==> src/rtl/rf_write_arbiter_pkg.sv <==
// Shared types and defaults for the register-file write arbiter.
package rf_write_arbiter_pkg;

  localparam int unsigned RfWordLen = 32;
  localparam int unsigned RfAddrLen = 5;
  localparam int unsigned RfSize    = 32;
  localparam int unsigned RfMaxWait = 4;

  // Write-port arbitration states; encodings are fixed so traces match older tooling.
  typedef enum logic [1:0] {
    ArbIdle  = 2'd0,
    ArbWait  = 2'd1,
    ArbForce = 2'd2
  } arb_state_e;

  // Width of the blocked-cycle counter; never narrower than one bit.
  function automatic int unsigned cnt_width(input int unsigned max_wait);
    return (max_wait > 2) ? $clog2(max_wait) : 1;
  endfunction

endpackage

==> src/rtl/rf_write_arbiter_if.sv <==
// Request/grant bundle between the pipeline, long unit, decode and the arbiter.
// Bypass signals exist only when RF_ARB_BYPASS_EN is defined.
interface rf_write_arbiter_if
  import rf_write_arbiter_pkg::*;
#(
  parameter int unsigned WORD_LEN = RfWordLen,
  parameter int unsigned ADDR_LEN = RfAddrLen
);

  // Pipeline writeback
  logic                wb_en;
  logic [ADDR_LEN-1:0] wb_dest;
  logic [WORD_LEN-1:0] wb_val;
  // Long-unit result handshake
  logic                lu_valid;
  logic [ADDR_LEN-1:0] lu_dest;
  logic [WORD_LEN-1:0] lu_val;
  logic                lu_ready;
  // Long-op issue and decode queries
  logic                iss_en;
  logic [ADDR_LEN-1:0] iss_dest;
  logic [ADDR_LEN-1:0] q_src1;
  logic [ADDR_LEN-1:0] q_src2;
  logic [ADDR_LEN-1:0] q_dest;
  logic                hazard;
  logic                stall_pipe;
  // Register-file write port
  logic                rf_writeEn;
  logic [ADDR_LEN-1:0] rf_dest;
  logic [WORD_LEN-1:0] rf_writeVal;
`ifdef RF_ARB_BYPASS_EN
  logic                byp1;
  logic                byp2;
  logic [WORD_LEN-1:0] byp_val;
`endif

  // Arbiter side
  modport slave (
    input  wb_en, wb_dest, wb_val,
    input  lu_valid, lu_dest, lu_val,
    output lu_ready,
    input  iss_en, iss_dest, q_src1, q_src2, q_dest,
    output hazard, stall_pipe,
`ifdef RF_ARB_BYPASS_EN
    output byp1, byp2, byp_val,
`endif
    output rf_writeEn, rf_dest, rf_writeVal
  );

  // Environment side
  modport master (
    output wb_en, wb_dest, wb_val,
    output lu_valid, lu_dest, lu_val,
    input  lu_ready,
    output iss_en, iss_dest, q_src1, q_src2, q_dest,
    input  hazard, stall_pipe,
`ifdef RF_ARB_BYPASS_EN
    input  byp1, byp2, byp_val,
`endif
    input  rf_writeEn, rf_dest, rf_writeVal
  );

endinterface

==> src/rtl/rf_write_arbiter_scoreboard.sv <==
// Busy scoreboard for registers with an outstanding long-unit result.
// Issue sets, granted long-unit write clears; set wins on a same-edge collision.
module rf_write_arbiter_scoreboard #(
  parameter int unsigned ADDR_LEN  = 5,
  parameter int unsigned REG_COUNT = 32
) (
  input  logic                clk,
  input  logic                rst,
  input  logic                set_en_i,
  input  logic [ADDR_LEN-1:0] set_addr_i,
  input  logic                clr_en_i,
  input  logic [ADDR_LEN-1:0] clr_addr_i,
  input  logic [ADDR_LEN-1:0] q_src1_i,
  input  logic [ADDR_LEN-1:0] q_src2_i,
  input  logic [ADDR_LEN-1:0] q_dest_i,
  output logic                busy_src1_o,
  output logic                busy_src2_o,
  output logic                busy_dest_o
);

  logic [REG_COUNT-1:0] busy_q, busy_d;

  // Addresses beyond the architectural file are never busy.
  function automatic logic in_range(input logic [ADDR_LEN-1:0] a);
    return 32'(a) < REG_COUNT;
  endfunction

  // Next busy vector: clear first so a simultaneous set takes priority; r0 stays free.
  always_comb begin
    busy_d = busy_q;
    if (clr_en_i && in_range(clr_addr_i)) begin
      busy_d[clr_addr_i] = 1'b0;
    end
    if (set_en_i && (set_addr_i != '0) && in_range(set_addr_i)) begin
      busy_d[set_addr_i] = 1'b1;
    end
    busy_d[0] = 1'b0;
  end

  // Busy state register with synchronous clear.
  always_ff @(posedge clk) begin
    if (rst) begin
      busy_q <= '0;
    end else begin
      busy_q <= busy_d;
    end
  end

  assign busy_src1_o = in_range(q_src1_i) ? busy_q[q_src1_i] : 1'b0;
  assign busy_src2_o = in_range(q_src2_i) ? busy_q[q_src2_i] : 1'b0;
  assign busy_dest_o = in_range(q_dest_i) ? busy_q[q_dest_i] : 1'b0;

endmodule

==> src/rtl/rf_write_arbiter.sv <==
// Register-file write-port arbiter: pipeline writeback has priority, the long
// unit waits up to MAX_WAIT blocked cycles before a one-cycle forced stall.
// Optional operand bypass from the granted long-unit write: RF_ARB_BYPASS_EN.
module rf_write_arbiter
  import rf_write_arbiter_pkg::*;
#(
  parameter int unsigned WORD_LEN  = RfWordLen,
  parameter int unsigned ADDR_LEN  = RfAddrLen,
  parameter int unsigned REG_COUNT = RfSize,
  parameter int unsigned MAX_WAIT  = RfMaxWait  // must be at least 2
) (
  input logic               clk,
  input logic               rst,
  rf_write_arbiter_if.slave bus
);

  localparam int unsigned     CntW    = cnt_width(MAX_WAIT);
  localparam logic [CntW-1:0] CntOne  = CntW'(1);
  localparam logic [CntW-1:0] CntLast = CntW'(MAX_WAIT - 1);

  arb_state_e          state_q;
  logic [CntW-1:0]     cnt_q;
  logic                stall_q;
  logic                grant_wb, grant_lu;
  logic [ADDR_LEN-1:0] wr_dest;
  logic [WORD_LEN-1:0] wr_val;
  logic                busy_src1, busy_src2, busy_dest;

  // Arbitration FSM; stall is registered so it has no combinational input path.
  always_ff @(posedge clk) begin
    if (rst) begin
      state_q <= ArbIdle;
      cnt_q   <= '0;
      stall_q <= 1'b0;
    end else begin
      unique case (state_q)
        ArbIdle: begin
          if (bus.wb_en && bus.lu_valid) begin
            state_q <= ArbWait;
            cnt_q   <= CntOne;
          end
        end
        ArbWait: begin
          if (!bus.wb_en) begin
            state_q <= ArbIdle;
            cnt_q   <= '0;
          end else if (cnt_q == CntLast) begin
            state_q <= ArbForce;
            stall_q <= 1'b1;
          end else begin
            cnt_q <= cnt_q + CntOne;
          end
        end
        ArbForce: begin
          state_q <= ArbIdle;
          cnt_q   <= '0;
          stall_q <= 1'b0;
        end
        default: begin
          state_q <= ArbIdle;
          cnt_q   <= '0;
          stall_q <= 1'b0;
        end
      endcase
    end
  end

  // Grant decision: pipeline wins except in the forced cycle; nothing during reset.
  always_comb begin
    grant_wb = 1'b0;
    grant_lu = 1'b0;
    if (!rst) begin
      unique case (state_q)
        ArbIdle, ArbWait: begin
          if (bus.wb_en) begin
            grant_wb = 1'b1;
          end else begin
            grant_lu = bus.lu_valid;
          end
        end
        ArbForce: grant_lu = bus.lu_valid;
        default:  ;
      endcase
    end
  end

  // Write-port mux; the register file samples on negedge within the grant cycle.
  always_comb begin
    wr_dest = grant_lu ? bus.lu_dest : bus.wb_dest;
    wr_val  = grant_lu ? bus.lu_val  : bus.wb_val;
  end

  // r0 writes complete the handshake but never reach the file.
  assign bus.rf_writeEn  = (grant_wb || grant_lu) && (wr_dest != '0);
  assign bus.rf_dest     = wr_dest;
  assign bus.rf_writeVal = wr_val;
  assign bus.lu_ready    = grant_lu;
  assign bus.stall_pipe  = stall_q && !rst;

  rf_write_arbiter_scoreboard #(
    .ADDR_LEN (ADDR_LEN),
    .REG_COUNT(REG_COUNT)
  ) u_scoreboard (
    .clk        (clk),
    .rst        (rst),
    .set_en_i   (bus.iss_en),
    .set_addr_i (bus.iss_dest),
    .clr_en_i   (grant_lu),
    .clr_addr_i (bus.lu_dest),
    .q_src1_i   (bus.q_src1),
    .q_src2_i   (bus.q_src2),
    .q_dest_i   (bus.q_dest),
    .busy_src1_o(busy_src1),
    .busy_src2_o(busy_src2),
    .busy_dest_o(busy_dest)
  );

`ifdef RF_ARB_BYPASS_EN
  logic byp1, byp2;

  // A source being written by the long unit this cycle can be forwarded.
  assign byp1        = grant_lu && (bus.q_src1 != '0) && (bus.lu_dest == bus.q_src1);
  assign byp2        = grant_lu && (bus.q_src2 != '0) && (bus.lu_dest == bus.q_src2);
  assign bus.byp1    = byp1;
  assign bus.byp2    = byp2;
  assign bus.byp_val = (byp1 || byp2) ? bus.lu_val : '0;
  assign bus.hazard  = !rst && ((busy_src1 && !byp1) || (busy_src2 && !byp2) || busy_dest);
`else
  assign bus.hazard  = !rst && (busy_src1 || busy_src2 || busy_dest);
`endif

endmodule

==> src/flat_wrapper.sv <==
// flat-port wrapper written by rule: the top's interface ports become plain ports
module rf_write_arbiter_flat import rf_write_arbiter_pkg::*;
#(
  parameter int unsigned WORD_LEN  = RfWordLen,
  parameter int unsigned ADDR_LEN  = RfAddrLen,
  parameter int unsigned REG_COUNT = RfSize,
  parameter int unsigned MAX_WAIT  = RfMaxWait                       
)
  (clk, rst, bus_wb_en, bus_wb_dest, bus_wb_val, bus_lu_valid, bus_lu_dest, bus_lu_val, bus_lu_ready, bus_iss_en, bus_iss_dest, bus_q_src1, bus_q_src2, bus_q_dest, bus_hazard, bus_stall_pipe, bus_rf_writeEn, bus_rf_dest, bus_rf_writeVal);
  rf_write_arbiter_if #(.WORD_LEN(WORD_LEN), .ADDR_LEN(ADDR_LEN)) bus_i ();
  input logic clk;
  input logic rst;
  input wire logic [$bits(bus_i.wb_en)-1:0] bus_wb_en;
  input wire logic [$bits(bus_i.wb_dest)-1:0] bus_wb_dest;
  input wire logic [$bits(bus_i.wb_val)-1:0] bus_wb_val;
  input wire logic [$bits(bus_i.lu_valid)-1:0] bus_lu_valid;
  input wire logic [$bits(bus_i.lu_dest)-1:0] bus_lu_dest;
  input wire logic [$bits(bus_i.lu_val)-1:0] bus_lu_val;
  output wire logic [$bits(bus_i.lu_ready)-1:0] bus_lu_ready;
  input wire logic [$bits(bus_i.iss_en)-1:0] bus_iss_en;
  input wire logic [$bits(bus_i.iss_dest)-1:0] bus_iss_dest;
  input wire logic [$bits(bus_i.q_src1)-1:0] bus_q_src1;
  input wire logic [$bits(bus_i.q_src2)-1:0] bus_q_src2;
  input wire logic [$bits(bus_i.q_dest)-1:0] bus_q_dest;
  output wire logic [$bits(bus_i.hazard)-1:0] bus_hazard;
  output wire logic [$bits(bus_i.stall_pipe)-1:0] bus_stall_pipe;
  output wire logic [$bits(bus_i.rf_writeEn)-1:0] bus_rf_writeEn;
  output wire logic [$bits(bus_i.rf_dest)-1:0] bus_rf_dest;
  output wire logic [$bits(bus_i.rf_writeVal)-1:0] bus_rf_writeVal;
  assign bus_i.wb_en = bus_wb_en;
  assign bus_i.wb_dest = bus_wb_dest;
  assign bus_i.wb_val = bus_wb_val;
  assign bus_i.lu_valid = bus_lu_valid;
  assign bus_i.lu_dest = bus_lu_dest;
  assign bus_i.lu_val = bus_lu_val;
  assign bus_lu_ready = bus_i.lu_ready;
  assign bus_i.iss_en = bus_iss_en;
  assign bus_i.iss_dest = bus_iss_dest;
  assign bus_i.q_src1 = bus_q_src1;
  assign bus_i.q_src2 = bus_q_src2;
  assign bus_i.q_dest = bus_q_dest;
  assign bus_hazard = bus_i.hazard;
  assign bus_stall_pipe = bus_i.stall_pipe;
  assign bus_rf_writeEn = bus_i.rf_writeEn;
  assign bus_rf_dest = bus_i.rf_dest;
  assign bus_rf_writeVal = bus_i.rf_writeVal;
  rf_write_arbiter #(.WORD_LEN(WORD_LEN), .ADDR_LEN(ADDR_LEN), .REG_COUNT(REG_COUNT), .MAX_WAIT(MAX_WAIT)) u_core (.clk(clk), .rst(rst), .bus(bus_i));
endmodule
==> config.mk <==
export PLATFORM = sky130hd
export DESIGN_NAME = rf_write_arbiter_flat
export DESIGN_NICKNAME = d
export VERILOG_FILES = /design/src/rtl/rf_write_arbiter_pkg.sv /design/src/rtl/rf_write_arbiter_if.sv /design/src/rtl/rf_write_arbiter_scoreboard.sv /design/src/rtl/rf_write_arbiter.sv /design/src/flat_wrapper.sv
export SDC_FILE = /design/constraint.sdc
export NUM_CORES = 1
export LEC_CHECK = 0
export CORE_ASPECT_RATIO = 1.2
export CORE_MARGIN = 8
export CORE_UTILIZATION = 34
export DETAILED_ROUTE_END_ITERATION = 6
export PLACE_DENSITY = 0.77
export SYNTH_ARGS = -nofsm -noshare
export SYNTH_HDL_FRONTEND = slang
export SYNTH_SLANG_ARGS = --single-unit
==> constraint.sdc <==
create_clock -name clk -period 2.5 [get_ports clk]
set_input_delay 0.5 -clock clk [delete_from_list [all_inputs] [get_ports clk]]
set_output_delay 0.5 -clock clk [all_outputs]
set_load 0.01 [all_outputs]
==> impl_metrics.yaml <==
setup_path:
  rr_worst_depth: 6
  arrival_ns: 2.23
  required_ns: 2.00
  r2r_start: "u_core.state_q[1]"
  setup.worst_path.class: "register to primary output"
  start_kind: "register"
  critPathMaxFanout: 6
  cp-end-kind: "primary output"
  regToRegSetupSlack_ns: 0.44
  r2r_end: "u_core.u_scoreboard.busy_q[19]"
placed_design:
  hpwl_um: 10100
  post-place-cells: 672
  gp_congestion: 0.922
  port_buffers: 139
synth:
  synth_area_per_cell_um2: 7.15
  async_flop_share_pct: 0
  ys_warn_count: 0
  synth_area_um2: 2860
  ys_types: 47
  syn_nets: 500
  ys_ff_latch: 36
  synth_top_family_by_area: "simple AND/OR/NAND/NOR gates"
  synthSimpleGateAreaFrac_pct: 31.8
  synthAdderAreaFrac_pct: 0.437
  synth_xor_area_share_pct: 0
  yosysSeqAreaShare_pct: 25.2
  synth.area.top_cells: "dfxtp_1 25%, nand2_1 19%, mux4_2 11%, a21oi_1 6.3%, o21ai_0 6.1%"
  synth_top_area_share_pct: 25.2
  synth_compound_area_share_pct: 18.0
  synth_largest_area_cell: "dfxtp_1"
  ys.flop_type: "dfxtp_1"
  synth_edf_count: 0
  yosysMostFrequentCell: "nand2_1"
  synth.mux.area_fraction_pct: 19.7
  synth_cells: 400
  synthTopCellsByCount: "143 x nand2_1, 36 x a21oi_1, 36 x dfxtp_1"
die:
  initial_core_util_pct: 35.1
  placementRows: 36
  io_pins: 140
  fp.dieH_um: 116
  core_area_um2: 8150
  die-area_um2: 11600
  die_x_um: 99.7
sta:
  setup_viol: 1
  clock.fmax_mhz: 367
  worst_pin_slew_ns: 0.762
  fin_crit_sh_pct: 109
  fin_worst_skew_ns: 0.00567
  hold_violations: 0
  rsz0062_at_grt: "true"
  final.min_clock_period_ns: 2.73
  slew_headroom_pct: 49.1
  layout_setup_ws_ns: -0.226
  maxSlewViolCount: 0
route:
  wl_per_cell_um: 18.3
  drt_iter0_drc: 405
  vias: 3746
  routed_wl_um: 12500
  dr.pass1.iters: 5
  viasPerCell: 5.47
  antenna_left: 0
  drc: 0
global_route:
  grt_first_pass_wirelength_um: 19500
  grt_max_degree: 38
  grt.overflow.total: 0
  track_usage_pct: 21.3
  grt_pass1_vias: 3802
  antenna_found_initial: 0
hold_path:
  holdPathEnd: "u_core.u_scoreboard.busy_q[21]"
  min_path_type: "register to register"
  hold_start: "u_core.u_scoreboard.busy_q[21]"
  hold-path-cell-count: 2
clocking:
  cts_htree_levels: 2
  hold_buffers: 0
  cts_tree: "done"
  clk_path_buf_depth: 2
  clk-insertion-delay-late_ns: 0.29
  cts_buffers: 5
  cts.sinks: 36
  path_clk_slew_ns: 0.07
  cts-root-buf: "clkbuf_8"
final_layout:
  utilization_pct: 59.0
  nFillCells: 725
  nets: 670
  final_layout_size_suffix_gt1_share_pct: 22.1
  fin_cells: 685
  antenna_cells: 0
  areaGrowthSynthToFinish_pct: 68.2
outcome:
  status: "finished, violations left"
  violations: "setup timing"
power:
  ir_worst_vdd_mv: 0.190
  power_density_nw_per_um2: 344
  cellLeakagePower_nw: 2.01
job:
  cap_violations: 0
## layer usage
layer  GRT usage, %  wire length, um
met1           23.8             4780
met2           36.0             5930
met3           7.57             1490
met4           9.00              306
met5              0                0
## critical path, stage by stage (launching register included)
cell and delay [ns]:
dfxtp_2 0.35, mux2i_2 0.26, nand3b_4 0.17, mux2_4 0.34, or4_4 0.52, o21a_1 0.19, buf_6 0.12
## report_power, final
group          internal, mW  switching, mW
Clock                 0.295          0.223
Combinational         0.301          0.244
Sequential            0.582        0.00907
Total                  1.18          0.476
## registers in the layout, summed over array words and instances, names as in the netlist
register	count
u_core.cnt_q	2
u_core.stall_q	1
u_core.state_q	2
u_core.u_scoreboard.busy_q	31
## area by class of cell
type / instances / area [um2] / share of cell area, %
tap: 114 / 143 / 2.96
multi-input combinational: 333 / 2120 / 44.0
inverter: 6 / 25.0 / 0.520
clock inverter: 3 / 42.5 / 0.884
timing repair buffer: 188 / 1690 / 35.0
sequential: 36 / 727 / 15.1
clock buffer: 5 / 68.8 / 1.43
## logic make-up (layout without fill, tap and decap cells)
| logic type | Yosys count | in the layout |
|---|---|---|
| multiplexers | 37 | 37 |
| adder cells (fa/ha/maj) | 1 | 1 |
| buffers and inverters | 31 | 202 |
| AND/OR/NAND/NOR | 204 | 204 |
| flip-flops | 36 | 36 |
| AO/OA/AOI/OAI | 91 | 91 |
## worst max path at each step
stage	to	from	slack (ns)
6_report	bus_rf_writeEn	u_core.state_q[1]	-0.23
5_1_grt	bus_rf_writeEn	u_core.state_q[1]	-0.31
4_1_cts	bus_rf_writeEn	u_core.state_q[1]	-0.22
3_5_place_dp	bus_rf_writeEn	bus_wb_en	-0.79
3_3_place_gp	bus_hazard	bus_q_src2[0]	-0.78
2_1_floorplan	bus_hazard	bus_q_src1[0]	0.03
## cells in the final DEF, fill, tap and decap left out, types with 10 or more instances in the layout
| master | instances |
|---|---|
| nor2_1 | 13 |
| o21ai_0 | 34 |
| clkbuf_2 | 13 |
| nand2_1 | 143 |
| mux2i_1 | 10 |
| a21oi_1 | 36 |
| mux4_2 | 14 |
| dlygate4sd2_1 | 23 |
| dfxtp_1 | 31 |
| clkdlybuf4s50_1 | 85 |
| nand2b_1 | 10 |
| buf_4 | 43 |
## repair_timing
item | 4_1_cts | 5_1_grt
buffers inserted | 6 | 0
pin swaps | 11 | 8
gates resized for setup | 112 | 46
endpoints found under the hold margin | 0 | 0
endpoints found under the setup margin | 40 | 34
## through the flow
step / area (um2) / TNS, ns / setup WS [ns] / total power, mW / hold WS [ns]
detailed placement: 4620 / -22.61 / -0.785 / 1.16 / 0.506
CTS: 4820 / -0.224 / -0.224 / 1.65 / 0.518
floorplan: 2860 / 0 / 0.0296 / 0.802 / 0.469
global placement: 4620 / -21.16 / -0.781 / 1.15 / 0.499
global route: 4810 / -0.354 / -0.311 / 1.71 / 0.544
finish: 4810 / -0.226 / -0.226 / 1.65 / 0.518
Note: power is estimated with default switching activity, not from simulation.
